[src/rtl/change_dispenser.sv]
// Actuator back end for the vending controller: runs the item motor, then pays out
// quarters one at a time, confirming each actuation by a sensor edge and faulting on timeout.
module change_dispenser #(
    parameter int NUM_CHOICES_SIZE = 3,
    parameter int CHANGE_SIZE      = 5,
    parameter int COIN_TIMEOUT     = 1000,
    parameter int ITEM_TIMEOUT     = 2000,
    parameter int COIN_GAP         = 4
) (
    input  logic                        i_clk,
    input  logic                        i_rst,
    input  logic [CHANGE_SIZE-1:0]      i_change,
    input  logic [NUM_CHOICES_SIZE-1:0] i_item,
    input  logic                        i_coin_sense,
    input  logic                        i_item_drop,
    input  logic                        i_fault_clr,
    output logic [NUM_CHOICES_SIZE-1:0] o_motor,
    output logic                        o_hopper_en,
    output logic [CHANGE_SIZE-1:0]      o_coins_left,
    output logic                        o_busy,
    output logic                        o_done,
    output logic                        o_overrun,
    output logic                        o_fault
);
    localparam int TMAX = (COIN_TIMEOUT > ITEM_TIMEOUT) ? COIN_TIMEOUT : ITEM_TIMEOUT;
    localparam int TW   = $clog2(TMAX + 1);

    typedef enum logic [2:0] {
        S_IDLE, S_ITEM_RUN, S_COIN_RUN, S_COIN_WAIT, S_DONE, S_FAULT
    } state_t;

    state_t                      r_state, w_state_nxt;
    logic [CHANGE_SIZE-1:0]      r_cnt, w_cnt_nxt;
    logic [NUM_CHOICES_SIZE-1:0] r_item, w_item_nxt, w_item_sel;
    logic [TW-1:0]               r_tmr, w_tmr_nxt;
    logic                        r_coin_q, r_drop_q;
    logic                        w_coin_edge, w_drop_edge, w_load;
    logic [NUM_CHOICES_SIZE-1:0] r_motor;
    logic                        r_hopper, r_busy, r_done, r_overrun, r_fault;

    assign w_load      = (i_change != '0) || (i_item != '0);
    assign w_coin_edge = i_coin_sense & ~r_coin_q;
    assign w_drop_edge = i_item_drop & ~r_drop_q;

    // Lowest set bit at index >= 1 wins; bit 0 (refund) never drives a motor.
    always_comb begin
        w_item_sel = '0;
        for (int i = NUM_CHOICES_SIZE - 1; i >= 1; i--) begin
            if (i_item[i]) begin
                w_item_sel    = '0;
                w_item_sel[i] = 1'b1;
            end
        end
    end

    always_comb begin
        w_state_nxt = r_state;
        w_cnt_nxt   = r_cnt;
        w_item_nxt  = r_item;
        w_tmr_nxt   = '0;
        case (r_state)
            S_IDLE: begin
                if (w_load) begin
                    w_cnt_nxt  = i_change;
                    w_item_nxt = w_item_sel;
                    if (w_item_sel != '0)     w_state_nxt = S_ITEM_RUN;
                    else if (i_change != '0)  w_state_nxt = S_COIN_RUN;
                    else                      w_state_nxt = S_DONE;
                end
            end
            S_ITEM_RUN: begin
                w_tmr_nxt = r_tmr + 1'b1;
                if (w_drop_edge) begin
                    w_tmr_nxt   = '0;
                    w_state_nxt = (r_cnt != '0) ? S_COIN_RUN : S_DONE;
                end else if (r_tmr == TW'(ITEM_TIMEOUT - 1)) begin
                    w_state_nxt = S_FAULT;
                end
            end
            S_COIN_RUN: begin
                w_tmr_nxt = r_tmr + 1'b1;
                if (w_coin_edge) begin
                    w_tmr_nxt = '0;
                    if (r_cnt != '0) w_cnt_nxt = r_cnt - CHANGE_SIZE'(1);
                    // The last coin completes immediately; the gap only separates coins.
                    w_state_nxt = (r_cnt <= CHANGE_SIZE'(1)) ? S_DONE : S_COIN_WAIT;
                end else if (r_tmr == TW'(COIN_TIMEOUT - 1)) begin
                    w_state_nxt = S_FAULT;
                end
            end
            S_COIN_WAIT: begin
                w_tmr_nxt = r_tmr + 1'b1;
                if (r_tmr == TW'(COIN_GAP - 1)) begin
                    w_tmr_nxt   = '0;
                    w_state_nxt = (r_cnt != '0) ? S_COIN_RUN : S_DONE;
                end
            end
            S_DONE: begin
                w_item_nxt  = '0;
                w_state_nxt = S_IDLE;
            end
            S_FAULT: begin
                if (i_fault_clr) begin
                    w_cnt_nxt   = '0;
                    w_item_nxt  = '0;
                    w_state_nxt = S_IDLE;
                end
            end
            default: w_state_nxt = S_IDLE;
        endcase
    end

    always_ff @(posedge i_clk or posedge i_rst) begin
        if (i_rst) begin
            r_state   <= S_IDLE;
            r_cnt     <= '0;
            r_item    <= '0;
            r_tmr     <= '0;
            r_coin_q  <= 1'b0;
            r_drop_q  <= 1'b0;
            r_motor   <= '0;
            r_hopper  <= 1'b0;
            r_busy    <= 1'b0;
            r_done    <= 1'b0;
            r_overrun <= 1'b0;
            r_fault   <= 1'b0;
        end else begin
            r_state   <= w_state_nxt;
            r_cnt     <= w_cnt_nxt;
            r_item    <= w_item_nxt;
            r_tmr     <= w_tmr_nxt;
            r_coin_q  <= i_coin_sense;
            r_drop_q  <= i_item_drop;
            // Outputs are decoded from next state so they line up with the state register.
            r_motor   <= (w_state_nxt == S_ITEM_RUN) ? w_item_nxt : '0;
            r_hopper  <= (w_state_nxt == S_COIN_RUN);
            r_busy    <= (w_state_nxt != S_IDLE);
            r_done    <= (w_state_nxt == S_DONE);
            r_overrun <= w_load && (r_state != S_IDLE);
            r_fault   <= (w_state_nxt == S_FAULT);
        end
    end

    assign o_motor      = r_motor;
    assign o_hopper_en  = r_hopper;
    assign o_coins_left = r_cnt;
    assign o_busy       = r_busy;
    assign o_done       = r_done;
    assign o_overrun    = r_overrun;
    assign o_fault      = r_fault;
endmodule

[config.mk]
export PLATFORM = sky130hd
export DESIGN_NAME = change_dispenser
export DESIGN_NICKNAME = d
export VERILOG_FILES = /design/src/rtl/change_dispenser.sv
export SDC_FILE = /design/constraint.sdc
export NUM_CORES = 1
export LEC_CHECK = 0
export BUFFER_PORTS_ARGS = -buffer_cell sky130_fd_sc_hd__buf_2
export CAP_MARGIN = 20
export CORE_MARGIN = 3
export CORE_UTILIZATION = 55
export DETAILED_ROUTE_END_ITERATION = 6
export PLACE_DENSITY = 0.88
export SYNTH_ARGS = -nofsm -noshare
export SYNTH_HDL_FRONTEND = slang
export SYNTH_SLANG_ARGS = --single-unit
[constraint.sdc]
create_clock -name i_clk -period 2.9 [get_ports i_clk]
set_input_delay 0.29 -clock i_clk [delete_from_list [all_inputs] [get_ports i_clk]]
set_output_delay 0.29 -clock i_clk [all_outputs]
set_load 0.1 [all_outputs]
==> impl_metrics.env <==
export IMPL_synth_cell_types=55
export IMPL_netlist_instances=175
export IMPL_maxCapViolCount=0
export IMPL_fin_area_mm2=0.00199
export IMPL_drive_gt1_share_pct=26.7
export IMPL_hpwl_um=2610
export IMPL_via_count=1434
export IMPL_path_clk_slew_ps=110
export IMPL_rsz0062_at_grt="no"
export IMPL_critPathKind="flop to flop"
export IMPL_endpoint_kind="flop"
export IMPL_synth_xor_area_share_pct=5.02
export IMPL_layout_min_cycle_time_ps=2400
export IMPL_p_per_area_mw_per_mm2=1050
export IMPL_dieArea_mm2=0.00388
export IMPL_post_drt_wl_per_cell_um=14.5
export IMPL_synthMuxAreaShare_pct=1.15
export IMPL_register_area_um2=801
export IMPL_postCtsHoldBufs=0
export IMPL_synth_compound_area_share_pct=14.2
export IMPL_post_cts_setup_buffers=0
export IMPL_crit_arrival_ps=2640
export IMPL_cts_buffer_depth=2
export IMPL_start_util_pct=60.6
export IMPL_fin_skew_ps=11.4
export IMPL_rows=19
export IMPL_antenna_found_initial=0
export IMPL_gp_congestion=0.938
export IMPL_synth_nets=192
export IMPL_drc=0
export IMPL_synth_area_mm2=0.00174
export IMPL_grt_max_degree=33
export IMPL_synth_top_family_by_area="simple AND/OR/NAND/NOR gates"
export IMPL_drv_slew=0
export IMPL_crit_path_max_incr_delay_ps=510
export IMPL_ant_nets=0
export IMPL_gr_usage_all_layers_pct=20.6
export IMPL_required_ps=3140
export IMPL_path_cells="ha_1 -> or4b_4 -> nor4_4 -> nand2_1 -> a211o_1 -> or3_1"
export IMPL_h_tree_depth=2
export IMPL_stdcell_count=248
export IMPL_syn2layout_area_growth_pct=13.8
export IMPL_cts_resized=0
export IMPL_ys_seq_elements=32
export IMPL_placed_area_mm2=0.00191
export IMPL_finalCritPeriodShare_pct=82.9
export IMPL_core_area_mm2=0.00288
export IMPL_nFillCells=220
export IMPL_drt_vias_per_instance=5.78
export IMPL_yosys_area_share_simple_pct=26.8
export IMPL_crit_slowest_cell="or4b_4"
export IMPL_cts_sinks=32
export IMPL_synth_fa_ha_area_share_pct=2.87
export IMPL_finalHoldViolations=11
export IMPL_die_w_um=62.3
export IMPL_critPathMaxFanout=6
export IMPL_synth_warning_count=0
export IMPL_leakage_nw=0.902
export IMPL_numCtsBuffers=5
export IMPL_detail_route_wirelength_um=3600
export IMPL_num_nets_final=222
export IMPL_detail_route_iter0_violations=63
export IMPL_async_flop_share_pct=100
export IMPL_synth_edff_count=0
export IMPL_crit_path_start_kind="flop"
export IMPL_cts_root_buf="clkbuf_4"
export IMPL_finalSetupViolCount=0
export IMPL_avgSynthCellArea_um2=9.97
export IMPL_pin_count=26
export IMPL_dr_pass1_iters=4
export IMPL_relSlewSlack_pct=59.9
export IMPL_grt_pass1_vias=1457
export IMPL_irDropWorstVdd_v=0.000557
export IMPL_ys_seq_area_share_pct=45.9
export IMPL_grt_pass1_wl_um=6370
export IMPL_violations="negative hold slack"
export IMPL_fp_dieH_um=62.3
export IMPL_max_freq_ghz=0.416
export IMPL_whs_ps=-5.18
export IMPL_antennaDiodeCount=0
export IMPL_worst_pin_slew_ps=597
export IMPL_cts_tree="yes"
export IMPL_dp_cells=240
export IMPL_fin_setup_tns_ps=0
export IMPL_multi_input_area_um2=873
export IMPL_status="finished, violations left"
export IMPL_overflow=0
export IMPL_clk_latency_ps=350
export IMPL_hold_class="input port to asynchronous set/reset pin"
export IMPL_port_buffer_count=25
export IMPL_ys_flop_type="dfrtp_1"
[worst paths after layout]
check	endpoint	slack, ps	start	cells past startpoint
max in group asynchronous	r_coin_q$_DFF_PP0_	2610	i_rst	3
setup reg to reg	o_busy$_DFF_PP0_	500	r_tmr[0]$_DFF_PP0_	6
hold / removal	o_done$_DFF_PP0_	-5	i_rst	3
setup / recovery	o_busy$_DFF_PP0_	500	r_tmr[0]$_DFF_PP0_	6
hold reg to reg	r_tmr[0]$_DFF_PP0_	500	r_tmr[0]$_DFF_PP0_	1
min in group i_clk	r_coin_q$_DFF_PP0_	60	i_coin_sense	1
[report_power, final]
| group | switching, mW | total (mW) | internal, mW |
|---|---|---|---|
| sequential | 0.125 | 0.676 | 0.551 |
| combinational | 0.748 | 1.06 | 0.314 |
| clock | 0.163 | 0.342 | 0.180 |
[per-stage QoR]
stage	setup WS [ps]	utilization [%]	power, mW
global route	370	69.0	2.20
CTS	485	69.0	2.08
floorplan	280	-	1.55
global placement	615	66.2	1.70
detailed placement	492	66.2	1.74
finish	497	69.0	2.08
[cells by family after synthesis]
family / after synthesis
buf+inv: 13
fa+ha+maj: 4
simple gates: 80
compound gates: 34
mux: 2
flops: 32
xor+xnor: 10
[critical path, delay by kind of cell (launching register included)]
family          cells  cell delay, ps
compound gates      1             380
fa+ha+maj           1             220
flops               1             400
simple gates        4            1290
[routing by layer]
| metal | vias up | part of all wire [%] | global-route usage (%) |
|---|---|---|---|
| met2 | 33 | 48 | 32.8 |
| li1 | 688 | - | - |
| met4 | 0 | 2.8 | 12.9 |
| met3 | 10 | 4.9 | 7.03 |
| met1 | 703 | 44 | 23.7 |
| met5 | - | 0 | 0 |
[final cells by class]
type / count / share of cell area (%)
multi-input cells: 130 / 44.0
flip-flops and latches: 32 / 40.3
repair buffers: 28 / 7.44
well taps: 42 / 2.65
clock inverters: 3 / 2.14
clock buffers: 5 / 1.89
inverters: 8 / 1.58
[Yosys cell counts (2+ instances only)]
master,number,area share [%]
or3_1,2,0.72
dfrtp_1,32,46
mux2i_1,2,1.1
o31a_1,2,1.0
nor4b_1,3,1.5
clkbuf_8,2,1.6
xor2_1,4,2.0
nor2b_1,2,0.72
nor2_1,25,5.4
nand4_1,2,0.72
a22o_1,3,1.5
or2b_2,2,1.0
inv_1,7,1.5
and3_2,2,0.86
ha_1,4,2.9
o21ai_0,2,0.57
clkbuf_1,3,0.65
nand2_1,11,2.4
o32ai_1,2,1.0
xnor2_1,6,3.0
or3_2,2,0.86
nor4_1,2,0.72
o21ba_2,2,1.1
a21oi_1,11,3.2
nand3_1,5,1.4
nor3_1,5,1.4
nand2b_1,2,0.72
[cells in the final DEF, fill, tap and decap left out, drive strengths merged, types with 2 or more instances in the layout]
cell / instances
dfrtp: 32
buf: 28
nor2: 26
nand2: 11
a21oi: 11
inv: 7
xnor2: 6
nor3: 5
nand3: 5
clkbuf: 5
xor2: 4
ha: 4
or3: 4
a22o: 3
nor4b: 3
nor4: 3
and3: 3
or2b: 3
nand2b: 2
o21ai: 2
o31a: 2
o32ai: 2
nand4: 2
o21ba: 2
nor2b: 2
clkinv: 2
mux2i: 2
or4b: 2
or4: 2
and2: 2
[sequential cells by signal, indices dropped and copies added, names as in the netlist]
name          flops
r_drop_q          1
o_busy            1
o_motor           3
o_hopper_en       1
o_fault           1
r_tmr            11
r_item            3
r_state           3
r_coin_q          1
o_done            1
o_coins_left      5
o_overrun         1
Note: power is estimated with default switching activity, not from simulation.
